### src/rtl/branch_pkg.sv
// Shared constants and types for the ID-stage branch hazard controller.
package branch_pkg;

  localparam logic [5:0] OP_BEQ    = 6'h04;
  localparam logic [5:0] OP_BNE    = 6'h05;
  localparam logic [5:0] OP_BLEZ   = 6'h06;
  localparam logic [5:0] OP_BGTZ   = 6'h07;
  localparam logic [5:0] OP_REGIMM = 6'h01;

  localparam logic [1:0] FWD_RF    = 2'd0;
  localparam logic [1:0] FWD_EXMEM = 2'd1;
  localparam logic [1:0] FWD_MEMWB = 2'd2;

  typedef enum logic [1:0] {S_IDLE, S_STALL, S_RESOLVE} state_t;

  function automatic logic is_branch_op(input logic [5:0] op);
    return (op == OP_BEQ) || (op == OP_BNE) || (op == OP_BLEZ) ||
           (op == OP_BGTZ) || (op == OP_REGIMM);
  endfunction

  // Only the two-register compares read rt.
  function automatic logic uses_rt(input logic [5:0] op);
    return (op == OP_BEQ) || (op == OP_BNE);
  endfunction

endpackage

### src/rtl/branch_fwd_unit.sv
// Combinational operand-match, stall-requirement and forward-select logic for
// the ID-stage branch comparator.
module branch_fwd_unit
  import branch_pkg::*;
(
  input  logic       i_id_valid,
  input  logic [5:0] i_id_opcode,
  input  logic [4:0] i_id_rs,
  input  logic [4:0] i_id_rt,
  input  logic       i_ex_regwrite,
  input  logic       i_ex_memread,
  input  logic [4:0] i_ex_rd,
  input  logic       i_mem_regwrite,
  input  logic       i_mem_memread,
  input  logic [4:0] i_mem_rd,
  input  logic       i_wb_regwrite,
  input  logic [4:0] i_wb_rd,
  output logic       o_is_branch,
  output logic [1:0] o_need,
  output logic [1:0] o_fwd_rs_sel,
  output logic [1:0] o_fwd_rt_sel
);

  logic w_use_rt;
  logic w_ex_rs, w_ex_rt, w_mem_rs, w_mem_rt, w_wb_rs, w_wb_rt;
  logic w_ex_hit, w_mem_hit;

  assign o_is_branch = i_id_valid && is_branch_op(i_id_opcode);
  assign w_use_rt    = uses_rt(i_id_opcode);

  // r0 is hardwired, so a producer targeting it never creates a dependency.
  assign w_ex_rs  = i_ex_regwrite  && (i_ex_rd  != 5'd0) && (i_ex_rd  == i_id_rs);
  assign w_ex_rt  = i_ex_regwrite  && (i_ex_rd  != 5'd0) && (i_ex_rd  == i_id_rt) && w_use_rt;
  assign w_mem_rs = i_mem_regwrite && (i_mem_rd != 5'd0) && (i_mem_rd == i_id_rs);
  assign w_mem_rt = i_mem_regwrite && (i_mem_rd != 5'd0) && (i_mem_rd == i_id_rt) && w_use_rt;
  assign w_wb_rs  = i_wb_regwrite  && (i_wb_rd  != 5'd0) && (i_wb_rd  == i_id_rs);
  assign w_wb_rt  = i_wb_regwrite  && (i_wb_rd  != 5'd0) && (i_wb_rd  == i_id_rt) && w_use_rt;

  assign w_ex_hit  = w_ex_rs  || w_ex_rt;
  assign w_mem_hit = w_mem_rs || w_mem_rt;

  always_comb begin
    o_need = 2'd0;
    if (o_is_branch) begin
      if (w_ex_hit && i_ex_memread)
        o_need = 2'd2;
      else if ((w_ex_hit && !i_ex_memread) || (w_mem_hit && i_mem_memread))
        o_need = 2'd1;
    end
  end

  // A load in EX/MEM has no data yet, so it can never be the forward source.
  always_comb begin
    o_fwd_rs_sel = FWD_RF;
    o_fwd_rt_sel = FWD_RF;
    if (o_is_branch) begin
      if (w_mem_rs && !i_mem_memread) o_fwd_rs_sel = FWD_EXMEM;
      else if (w_wb_rs)               o_fwd_rs_sel = FWD_MEMWB;
      if (w_mem_rt && !i_mem_memread) o_fwd_rt_sel = FWD_EXMEM;
      else if (w_wb_rt)               o_fwd_rt_sel = FWD_MEMWB;
    end
  end

endmodule

### src/rtl/branch_hazard_ctrl.sv
// ID-stage branch sequencer: stalls on comparator operand hazards, drives the
// forward selects, issues PC redirect / IF flush, and counts branch events.
module branch_hazard_ctrl
  import branch_pkg::*;
#(
  parameter int CNT_W      = 32,
  parameter int DELAY_SLOT = 0
) (
  input  logic             clk,
  input  logic             rst_n,
  input  logic             hold,
  input  logic             flush,
  input  logic             id_valid,
  input  logic [5:0]       id_opcode,
  input  logic [4:0]       id_rs,
  input  logic [4:0]       id_rt,
  input  logic             ex_regwrite,
  input  logic             ex_memread,
  input  logic [4:0]       ex_rd,
  input  logic             mem_regwrite,
  input  logic             mem_memread,
  input  logic [4:0]       mem_rd,
  input  logic             wb_regwrite,
  input  logic [4:0]       wb_rd,
  input  logic             branch_taken,
  output logic             stall_if_id,
  output logic             bubble_ex,
  output logic             flush_if,
  output logic             pc_sel_branch,
  output logic [1:0]       fwd_rs_sel,
  output logic [1:0]       fwd_rt_sel,
  output logic [CNT_W-1:0] taken_cnt,
  output logic [CNT_W-1:0] stall_cnt
);

  localparam logic [CNT_W-1:0] CNT_MAX = {CNT_W{1'b1}};
  localparam logic [CNT_W-1:0] CNT_ONE = {{(CNT_W-1){1'b0}}, 1'b1};

  state_t           r_state, w_next;
  logic [1:0]       r_cnt, w_cnt_nxt;
  logic [CNT_W-1:0] r_taken, r_stalls;
  logic             w_is_br, w_stall, w_resolve, w_pc_sel;
  logic [1:0]       w_need, w_fwd_rs, w_fwd_rt;

  branch_fwd_unit u_fwd (
    .i_id_valid     (id_valid),
    .i_id_opcode    (id_opcode),
    .i_id_rs        (id_rs),
    .i_id_rt        (id_rt),
    .i_ex_regwrite  (ex_regwrite),
    .i_ex_memread   (ex_memread),
    .i_ex_rd        (ex_rd),
    .i_mem_regwrite (mem_regwrite),
    .i_mem_memread  (mem_memread),
    .i_mem_rd       (mem_rd),
    .i_wb_regwrite  (wb_regwrite),
    .i_wb_rd        (wb_rd),
    .o_is_branch    (w_is_br),
    .o_need         (w_need),
    .o_fwd_rs_sel   (w_fwd_rs),
    .o_fwd_rt_sel   (w_fwd_rt)
  );

  always_comb begin
    w_next    = r_state;
    w_cnt_nxt = r_cnt;
    w_stall   = 1'b0;
    w_resolve = 1'b0;
    case (r_state)
      S_IDLE: begin
        if (w_need != 2'd0) begin
          w_stall   = 1'b1;
          w_cnt_nxt = w_need - 2'd1;
          w_next    = (w_need == 2'd1) ? S_RESOLVE : S_STALL;
        end else if (w_is_br) begin
          w_resolve = 1'b1;
        end
      end
      S_STALL: begin
        w_stall = 1'b1;
        if (r_cnt != 2'd0) w_cnt_nxt = r_cnt - 2'd1;
        // <=1 rather than ==1 so a corrupted zero count cannot wedge the FSM.
        if (r_cnt <= 2'd1) w_next = S_RESOLVE;
      end
      S_RESOLVE: begin
        w_resolve = 1'b1;
        w_next    = S_IDLE;
      end
      default: w_next = S_IDLE;
    endcase
    if (flush) begin
      w_next    = S_IDLE;
      w_cnt_nxt = 2'd0;
      w_stall   = 1'b0;
      w_resolve = 1'b0;
    end
  end

  always_ff @(posedge clk or negedge rst_n) begin
    if (!rst_n) begin
      r_state <= S_IDLE;
      r_cnt   <= 2'd0;
    end else if (flush || !hold) begin
      r_state <= w_next;
      r_cnt   <= w_cnt_nxt;
    end
  end

  always_ff @(posedge clk or negedge rst_n) begin
    if (!rst_n) begin
      r_taken  <= '0;
      r_stalls <= '0;
    end else if (!hold && !flush) begin
      if (w_resolve && branch_taken && (r_taken != CNT_MAX)) r_taken  <= r_taken + CNT_ONE;
      if (w_stall && (r_stalls != CNT_MAX))                  r_stalls <= r_stalls + CNT_ONE;
    end
  end

  // Outputs are combinational, so they are gated by rst_n to read 0 during reset.
  assign w_pc_sel      = rst_n && w_resolve && branch_taken && !hold;
  assign pc_sel_branch = w_pc_sel;
  assign flush_if      = (DELAY_SLOT == 0) ? w_pc_sel : 1'b0;
  assign stall_if_id   = rst_n && w_stall;
  assign bubble_ex     = rst_n && w_stall;
  assign fwd_rs_sel    = (rst_n && !flush) ? w_fwd_rs : FWD_RF;
  assign fwd_rt_sel    = (rst_n && !flush) ? w_fwd_rt : FWD_RF;
  assign taken_cnt     = r_taken;
  assign stall_cnt     = r_stalls;

endmodule

### config.mk
export PLATFORM = sky130hd
export DESIGN_NAME = branch_hazard_ctrl
export DESIGN_NICKNAME = d
export VERILOG_FILES = /design/src/rtl/branch_pkg.sv /design/src/rtl/branch_fwd_unit.sv /design/src/rtl/branch_hazard_ctrl.sv
export SDC_FILE = /design/constraint.sdc
export NUM_CORES = 1
export LEC_CHECK = 0
export ABC_AREA = 1
export BUFFER_PORTS_ARGS = -buffer_cell sky130_fd_sc_hd__buf_2
export CAP_MARGIN = 5
export CORE_ASPECT_RATIO = 0.6
export CORE_MARGIN = 1
export CORE_UTILIZATION = 59
export CTS_CLUSTER_DIAMETER = 200
export DETAILED_ROUTE_END_ITERATION = 8
export PLACE_DENSITY_LB_ADDON = 0.08
export SYNTH_ARGS = -nofsm -noshare
export SYNTH_HDL_FRONTEND = slang
export SYNTH_SLANG_ARGS = --single-unit
### constraint.sdc
create_clock -name clk -period 4 [get_ports clk]
set_input_delay 0.8 -clock clk [delete_from_list [all_inputs] [get_ports clk]]
set_output_delay 0.8 -clock clk [all_outputs]
set_load 0.05 [all_outputs]
* Word level (Yosys, flattened, before mapping)
Cells that the tools add are included.
Word-level totals: input port bits 42, bits in writable memories 0, latch bits 0, memories kept 0, flip-flop bits (word level) 68, output and inout port bits 72, bits in read-only memories 0, logic and storage cells 105
Operators by class: div/mod/pow operators 0, $mul 0, shifts and indexed selects 0, reduce and logical (&&, ||, !) cells 50, $lt $le $gt $ge 1, eq/ne operators 19, muxes and demuxes 27, add/subtract/negate cells 4, bitwise logic cells 0
Operator list (number):
- 32-bit by 1-bit adder with 32-bit output, second input constant | 2
- 32-bit != test, second input constant | 2
- 2-bit 2-to-1 mux | 17
- 5-bit == test | 6
- 1-bit logical AND | 27
- 6-bit by 3-bit == test with 1-bit output, second input constant | 4
- 5-bit nonzero test | 3
- 3-bit != test, second input constant | 3
- 1-bit logical OR | 8
- 2-bit case mux with 2 select lines | 2
- 6-bit by 1-bit == test with 1-bit output, second input constant | 1
- 1-bit 2-to-1 mux | 6
- 2-bit by 1-bit == test with 1-bit output, second input constant | 2
- 1-bit zero test | 4
- 1-bit case mux with 2 select lines | 2
- 2-bit AND reduction | 2
- 4-bit AND reduction | 1
- 2-bit nonzero test | 2
- 2-bit by 1-bit subtractor with 2-bit output, second input constant | 2
- 3-bit AND reduction | 1
- 3-bit nonzero test | 1
- 2-bit == test, second input constant | 1
- 2-bit by 1-bit less-or-equal comparator with 1-bit output, second input constant | 1
- 2-bit zero test | 1

* Depth between registers and ports, before layout
Gate-level depths: netlist (run 1).
depth after elaboration 17, gate-level depth with buffers 21, gate-level depth less buffers 20

* Hierarchy
From an unflattened synthesis (run 1), not the netlist that was laid out.
Unflattened totals: cells, all modules 835, area total of the unflattened synthesis 5353.9 sq um
By module, submodules not included:
- branch_hazard_ctrl | cells each 726, seq. area each 1701.6 sq um, area each 4738.3 sq um, times used 1
- branch_fwd_unit | cells each 109, seq. area each 0.0 sq um, area each 615.6 sq um, times used 1

* Worst setup path after synthesis (run 1)
OpenSTA, ideal clock, no wires.
path kind input-to-output, start in id_opcode[2], end out pc_sel_branch, cell stages on the path 16, setup slack -0.094 ns, data required time 3.200 ns, path buffers 1, arrival time 3.294 ns, path through inv_1 > nor2_1 > nand3_1 > nor2_1 > nand3_1 > nand2_1 > nand3_1 > nand2_1 > inv_1 > nand2_1 > ha_1 > nand2_1 > nand2_1 > nand2_2 > nor3_1 > buf_4
Between the ends: cells in the longest elaborated chain, start to end 16, elaborated cells between the ends (all ways) 29, classes of those cells eq/ne (5); mux (7); reduce/logical (17)
Ends and longest elaborated chain:
- start, declared | line branch_hazard_ctrl.sv:14 | input logic [5:0] id_opcode,
- 6-bit by 3-bit == test with 1-bit output | line branch_pkg.sv:17, branch_pkg.sv:23
- 1-bit logical OR | line branch_pkg.sv:17, branch_pkg.sv:23
- 1-bit logical AND, on equally long branches | line branch_fwd_unit.sv:33, branch_fwd_unit.sv:35
- 1-bit logical OR, on equally long branches | line branch_fwd_unit.sv:39, branch_fwd_unit.sv:40
- 1-bit logical AND | line branch_fwd_unit.sv:47 | else if ((w_ex_hit && !i_ex_memread) || (w_mem_hit && i_mem_memread))
- 1-bit logical OR | line branch_fwd_unit.sv:47
- 1-bit 2-to-1 mux | line branch_fwd_unit.sv:47
- 2-bit 2-to-1 mux | line branch_fwd_unit.sv:45 | if (w_ex_hit && i_ex_memread)
- 2-bit 2-to-1 mux | line branch_fwd_unit.sv:44 | if (o_is_branch) begin
- 2-bit nonzero test | line branch_hazard_ctrl.sv:71 | if (w_need != 2'd0) begin
- 1-bit 2-to-1 mux * | line branch_hazard_ctrl.sv:71
- 1-bit case mux with 2 select lines * | line branch_hazard_ctrl.sv:69 | case (r_state)
- 1-bit 2-to-1 mux * | line branch_hazard_ctrl.sv:91 | if (flush) begin
- 1-bit logical AND * (3 in series) | line branch_hazard_ctrl.sv:120 | assign w_pc_sel = rst_n && w_resolve && branch_taken && !hold;
- end, declared | line branch_hazard_ctrl.sv:29 | output logic pc_sel_branch,
Mark *: on every way between the ends. The rest lies on a longest branch, timed or not.

* Worst setup path in the final report (run 1)
start in id_opcode[5], end out flush_if
Between the ends: cells in the longest elaborated chain, start to end 16, elaborated cells between the ends (all ways) 29, classes of those cells eq/ne (5); mux (7); reduce/logical (17)
Ends and longest elaborated chain:
- 6-bit by 3-bit == test with 1-bit output | line branch_pkg.sv:17, branch_pkg.sv:23
- 1-bit logical OR | line branch_pkg.sv:17, branch_pkg.sv:23
- 1-bit logical AND, on equally long branches | line branch_fwd_unit.sv:33, branch_fwd_unit.sv:35
- 1-bit logical OR, on equally long branches | line branch_fwd_unit.sv:39, branch_fwd_unit.sv:40
- 1-bit logical AND | line branch_fwd_unit.sv:47
- 1-bit logical OR | line branch_fwd_unit.sv:47
- 1-bit 2-to-1 mux | line branch_fwd_unit.sv:47
- 2-bit 2-to-1 mux | line branch_fwd_unit.sv:45
- 2-bit 2-to-1 mux | line branch_fwd_unit.sv:44
- 2-bit nonzero test | line branch_hazard_ctrl.sv:71
- 1-bit 2-to-1 mux * | line branch_hazard_ctrl.sv:71
- 1-bit case mux with 2 select lines * | line branch_hazard_ctrl.sv:69
- 1-bit 2-to-1 mux * | line branch_hazard_ctrl.sv:91
- 1-bit logical AND * (3 in series) | line branch_hazard_ctrl.sv:120
- end, declared | line branch_hazard_ctrl.sv:28 | output logic flush_if,
Marks and branches as above.

==> results of run 1 <==
## worst max path at each step
stage | from | endpoint | slack, ps | cells after the start
2_1_floorplan | id_opcode[2] | pc_sel_branch | 400 | 16
3_3_place_gp | id_opcode[5] | pc_sel_branch | 720 | 16
3_5_place_dp | id_opcode[2] | flush_if | 640 | 17
4_1_cts | id_opcode[5] | flush_if | 630 | 16
5_1_grt | id_opcode[2] | pc_sel_branch | 390 | 17
6_report | id_opcode[5] | flush_if | 630 | 16
## cell usage after synthesis, types with 2 or more instances
cell	count	area share (%)
o22ai_1	2	0.27
nor4_1	5	0.67
or2_2	2	0.27
xnor2_1	27	5.1
dfrtp_1	68	36
o21ai_1	4	0.43
nor2_1	84	6.8
nand3b_1	3	0.48
nor2_4	2	0.48
nor3_1	35	3.8
inv_1	70	5.6
nand2_1	209	17
a21oi_1	5	0.54
nand4_1	22	3.0
buf_2	4	0.43
nor3_2	3	0.64
buf_4	3	0.48
buf_6	3	0.72
nand3_1	23	2.5
ha_1	6	1.6
nand2_2	5	0.67
o21ai_0	20	2.1
xor2_1	46	8.6
and2_1	2	0.27
nor2_2	4	0.54
## routing by layer
layer / track usage [%] / vias to the layer above
met5: 0 / -
met4: 7.31 / 2
met3: 10.7 / 28
met2: 49.6 / 282
met1: 49.7 / 2244
li1: - / 2329
## registers in the layout, indices dropped and copies added, names as in the netlist
register / count
stall_cnt: 32
taken_cnt: 32
r_cnt: 2
r_state: 2
## worst max-delay path, delay by kind of cell
family	cells	cell delay, ps
fa+ha+maj	1	200
simple gates	12	1130
buf+inv	3	440
## power by group
group	internal, mW	switching, mW	total (mW)
clock network	0.517	0.295	0.812
logic	0.213	0.608	0.821
registers	0.789	0.124	0.913
total	1.52	1.03	2.55
## kinds of logic (layout without fill, tap and decap cells)
kind of cell / after synthesis / count (layout) / share of synthesized area (%)
fa+ha+maj: 6 / 6 / 1.61
simple gates: 401 / 401 / 37.1
flops: 68 / 68 / 36.5
xor+xnor: 73 / 73 / 13.7
buf+inv: 82 / 204 / 7.43
compound gates: 33 / 33 / 3.70
## stage by stage
stage                     hold WS (ps)  worst slack, ps
after floorplan                    504              404
after global placement             505              724
after detailed placement           513              638
after CTS                          521              632
after global routing               534              392
final                              517              626
## final cells by class
class                   count  area [um^2]  share of cell area, %
repair buffers            117          596                   10.6
multi-input cells         513         2620                   46.6
flip-flops and latches     68         1700                   30.2
well taps                 104          130                   2.31
clock inverters             5         58.8                   1.05
clock buffers              11          253                   4.49
inverters                  71          267                   4.74
## placed cells by master (no fill, tap or decap), types with 4 or more instances in the layout
master	instances
o21ai_1	4
nand2_2	5
buf_2	113
dfrtp_1	68
nor4_1	5
nor2_1	84
clkbuf_16	9
buf_4	4
inv_1	70
nand3_1	23
o21ai_0	20
a21oi_1	5
nand2_1	209
xor2_1	46
nor2_2	4
ha_1	6
nor3_1	34
nand4_1	22
xnor2_1	27
nor3_2	4
==> metrics.md, run 1 <==
| Metric | Value |
|---|---|
| Critical Path AT | 2570 ps |
| WL/cell | 14.8 um |
| DRC viols | 0 |
| Reg2Reg Depth | 11 |
| Clock root cell | clkbuf_16 |
| #FFs+latches synth | 68 |
| Largest net degree at the start of global routing | 69 |
| Ys async rst share | 100% |
| Post-DP HPWL | 10,100 um |
| Setup crit end kind | primary output |
| Final RePlAce weighted congestion | 0.945 |
| Max FO, Critical Path | 3 |
| Cts repair resizes | 0 |
| FILL cells | 598 |
| Met2 routed WL | 5490 um |
| Post-synthesis instance area | 0.00466 mm^2 |
| DR iter-0 viols | 438 |
| Crit path largest cell delay | 280 ps |
| Distinct cells, synth | 31 |
| Design Area, Final | 0.00563 mm^2 |
| Routed vias/inst | 5.49 |
| Sequential area share after synthesis | 36.5% |
| Uppermost layer routed | met5 |
| Starting Density | 62.6% |
| Cell repeated most along the worst path | nand2_1 |
| Max Freq | 296 MHz |
| Worst hold endpoint | taken_cnt[0] |
| Post-Route WL | 13,200 um |
| Layout cells sized above 1 | 19.2% |
| Count of final setup violators | 0 |
| DP Area | 0.00532 mm^2 |
| Synth Instances | 663 |
| Slew Viols, Final | 0 |
| Placed Cells | 873 |
| DR vias | 4,885 |
| Synth-to-layout area growth | 20.6% |
| Layout Skew | 5.15 ps |
| Most used DFF post-synth | dfrtp_1 |
| Final Hold Viols | 0 |
| Hold crit path type | reg -> reg |
| Row count | 24 |
| Worst r2r dst | stall_cnt[19] |
| Tightest Pin Transition | 844 ps |
| Wl on met1 | 5930 um |
| CTS tree | built |
| Post-CTS setup buffers | 0 |
| Hold Path Origin | taken_cnt[0] |
| Met3 wire length | 1570 um |
| Post-synth EDFFs | 0 |
| Power per standard cell area | 453 mW/mm^2 |
| Latest clock arrival within the worst-skew pair | 330 ps |
| Final period util | 84.3% |
| Total congestion overflow | 0 |
| Die W | 117 um |
| DRT Pass-1 Iters | 7 |
| Die Area | 0.00828 mm^2 |
| Final Util | 75.6% |
| Cells along the critical path | buf_2, nor2_1, nand3_1, nor2_1, nand3_1, nand2_1, nand3_1, nand2_1, inv_1, nand2_1, ha_1, nand2_1, nand2_1, nand2_2, nor3_2, buf_2 |
| Remaining antenna violation count after routing | 0 |
| Overall Global Routing Usage | 34.1% |
| Total chip power | 2.55 mW |
| CTS H-tree lvls | 3 |
| Post-Layout Cell Count | 889 |
| Critical-path top delay cell | buf_2 |
| Total clock sinks | 68 |
| FF-to-FF setup slack | 1450 ps |
| First-pass GRT wire length | 21,500 um |
| Max_slew headroom | 43.7% |
| Setup CP Type | in -> out |
| CTS max path bufs | 2 |
| Die Y | 70.9 um |
| # IOs | 114 |
| Syn nets | 711 |
| RSZ-0062 raised after global routing | false |
| Vias in the first global route | 4,495 |
| Worst path required time | 3200 ps |
| Final #Nets | 828 |
| Yosys synthesis warning count | 0 |
| Initial antenna violation count | 1 |
| Leakage power | 2.88 nW |
| Num CTS Buffers | 9 |
| Number of diodes | 0 |
| Port bufs | 113 |
| Mean area per synthesized cell | 7.04 um^2 |
| Min Tclk post-route | 3370 ps |
| # Max-Cap Violations | 0 |
| Floorplan core area | 0.00745 mm^2 |
| Peak VDD IR | 0.000393 V |
| Setup TNS | 0 ps |
| # hold bufs at CTS | 0 |
| CTS clock-pin slew for the worst setup and hold paths | 60 ps |
| Status | finished, final reports clean |
| Hold Crit Depth | 1 |
| Reg2reg start | stall_cnt[0] |
| Startpoint Class | input pin |
Power figures use the tool's default switching activity.
==> run 2: changes to the inputs <==
- CORE_UTILIZATION: 59 -> 54
- clock period: 4 -> 3.34 ns (I/O delays scaled with it)
==> metrics.md, run 2 (same netlist as run 1, synthesis figures left out) <==
| Metric | Value |
|---|---|
| Largest net degree at the start of global routing | 69 (unchanged) |
| DR iter-0 viols | 485 (was 438) |
| Commonest cells after routing, fill and taps aside | 209 x nand2_1, 111 x buf_2, 84 x nor2_1 (was 209 x nand2_1, 113 x buf_2, 84 x nor2_1) |
| Die Area | 0.00903 mm^2 (was 0.00828 mm^2) |
| Final worst-path setup slack | 243 ps (was 626 ps) |
| Synth-to-layout area growth | 20.8% (was 20.6%) |
| Hold crit path type | reg -> reg (unchanged) |
| Remaining antenna violation count after routing | 0 (unchanged) |
| Total chip power | 3.03 mW (was 2.55 mW) |
| Leakage power | 2.88 nW (about the same) |
| Total clock sinks | 68 (unchanged) |
| Layout cells sized above 1 | 19.2% (about the same) |
| CTS clock-pin slew for the worst setup and hold paths | 60 ps (about the same) |
| Wl on met1 | 6350 um (was 5930 um) |
| Max Freq | 323 MHz |
| Clock root cell | clkbuf_16 (unchanged) |
| Startpoint Class | input pin (unchanged) |
| Die Y | 74.0 um (was 70.9 um) |
| Post-Route WL | 13,300 um (was 13,200 um) |
| Layout Skew | 9.09 ps (was 5.15 ps) |
| FILL cells | 701 (was 598) |
| Setup crit end kind | primary output (unchanged) |
| Met3 wire length | 1400 um (was 1570 um) |
| CTS max path bufs | 2 (unchanged) |
| Status | finished, final reports clean (unchanged) |
| Tightest Pin Transition | 871 ps (was 844 ps) |
| Met2 routed WL | 5430 um (was 5490 um) |
| WL/cell | 14.9 um (was 14.8 um) |
| Floorplan core area | 0.00813 mm^2 (was 0.00745 mm^2) |
| Count of final setup violators | 0 (unchanged) |
| Overall Global Routing Usage | 31.5% (was 34.1%) |
| Post-CTS setup buffers | 0 (unchanged) |
| Starting Density | 57.4% (was 62.6%) |
| Final Hold Viols | 0 (unchanged) |
| DRT Pass-1 Iters | 5 (was 7) |
| Max FO, Critical Path | 3 (unchanged) |
| Commonest non-fill, non-tap cell in the layout | nand2_1 (unchanged) |
| Final Util | 69.3% (was 75.6%) |
| # IOs | 114 (unchanged) |
| Total congestion overflow | 0 (unchanged) |
| Worst path required time | 2670 ps (was 3200 ps) |
| Num CTS Buffers | 9 (unchanged) |
| CTS H-tree lvls | 3 (unchanged) |
| DRC viols | 0 (unchanged) |
| Vias in the first global route | 4,227 (was 4,495) |
| Latest clock arrival within the worst-skew pair | 330 ps (about the same) |
| Final #Nets | 829 (was 828) |
| Final period util | 92.7% |
| Port bufs | 113 (unchanged) |
| First-pass GRT wire length | 21,400 um (was 21,500 um) |
| CTS tree | built (unchanged) |
| Post-DP HPWL | 10,400 um (was 10,100 um) |
| # hold bufs at CTS | 0 (unchanged) |
| Number of diodes | 0 (unchanged) |
| Max_slew headroom | 41.9% (was 43.7%) |
| Final RePlAce weighted congestion | 1.00 (was 0.945) |
| Uppermost layer routed | met4 (was met5) |
| Critical Path AT | 2430 ps (was 2570 ps) |
| Routed vias/inst | 5.41 (was 5.49) |
| Setup CP Type | in -> out (unchanged) |
| Die W | 122 um (was 117 um) |
| Power per standard cell area | 538 mW/mm^2 (was 453 mW/mm^2) |
| Place WS | 255 ps (was 638 ps) |
| Cts repair resizes | 0 (unchanged) |
| RSZ-0062 raised after global routing | true (was false) |
| DR vias | 4,838 (was 4,885) |
| Min Tclk post-route | 3100 ps |
| Initial antenna violation count | 0 (was 1) |
| Row count | 25 (was 24) |
| Peak VDD IR | 0.000506 V (was 0.000393 V) |
| Slew Viols, Final | 0 (unchanged) |
| # Max-Cap Violations | 0 (unchanged) |
-- run 2: path summary, 6_finish.rpt --
check                         startpoint  slack (ps)            end  depth (start not counted)
setup / recovery            id_opcode[2]         240       flush_if                         17
min in group asynchronous          rst_n         650  stall_cnt[30]                          2
max in group asynchronous          rst_n        2130  taken_cnt[21]                          2
hold / removal             stall_cnt[17]         530  stall_cnt[17]                          1
hold reg to reg            stall_cnt[17]         530  stall_cnt[17]                          1
setup reg to reg            taken_cnt[0]         870   taken_cnt[2]                         11
-- run 2: routing by layer --
metal  vias to the layer above  GRT usage [%]
met5                         -              0
met3                        16           7.75
met2                       244           44.6
li1                       2332              -
met4                         0           7.41
met1                      2246           48.0
-- run 2: power by group --
part	internal, mW	leakage, nW	switching (mW)	total, mW
clock network	0.600	0.146	0.355	0.955
registers	0.945	0.879	0.153	1.10
logic	0.257	1.86	0.723	0.980
-- run 2: final cells by class --
cell class                      count  area [um^2]  area share (%)
Clock buffer                       11          243            4.31
Clock inverter                      5         60.1            1.07
Inverter                           71          267            4.73
Multi-Input combinational cell    513         2620            46.5
Sequential cell                    68         1700            30.2
Tap cell                          108          135            2.40
Timing Repair Buffer              118          608            10.8
-- run 2: critical path, stage by stage --
cell and delay, ps:
buf_2 90, inv_1 40, nor2_1 90, nand3_1 150
nor2_1 120, nand3_1 70, nand2_1 100, nand3_1 70
nand2_1 60, inv_1 40, nand2_1 80, ha_1 200
nand2_1 70, nand2_1 80, nand2_2 70, nor3_2 140
clkbuf_4 260
-- run 2: stage by stage --
| step | hold WS, ps | cells | area, um^2 | setup TNS, ps |
|---|---|---|---|---|
| finish | 532 | 894 | 5640 | 0 |
| global route | 540 | 894 | 5640 | -48.7 |
| CTS | 527 | 894 | 5630 | 0 |
| detailed placement | 516 | 878 | 5330 | 0 |
| global placement | 508 | 878 | 5330 | 0 |
| floorplan | 372 | 663 | 4670 | 0 |
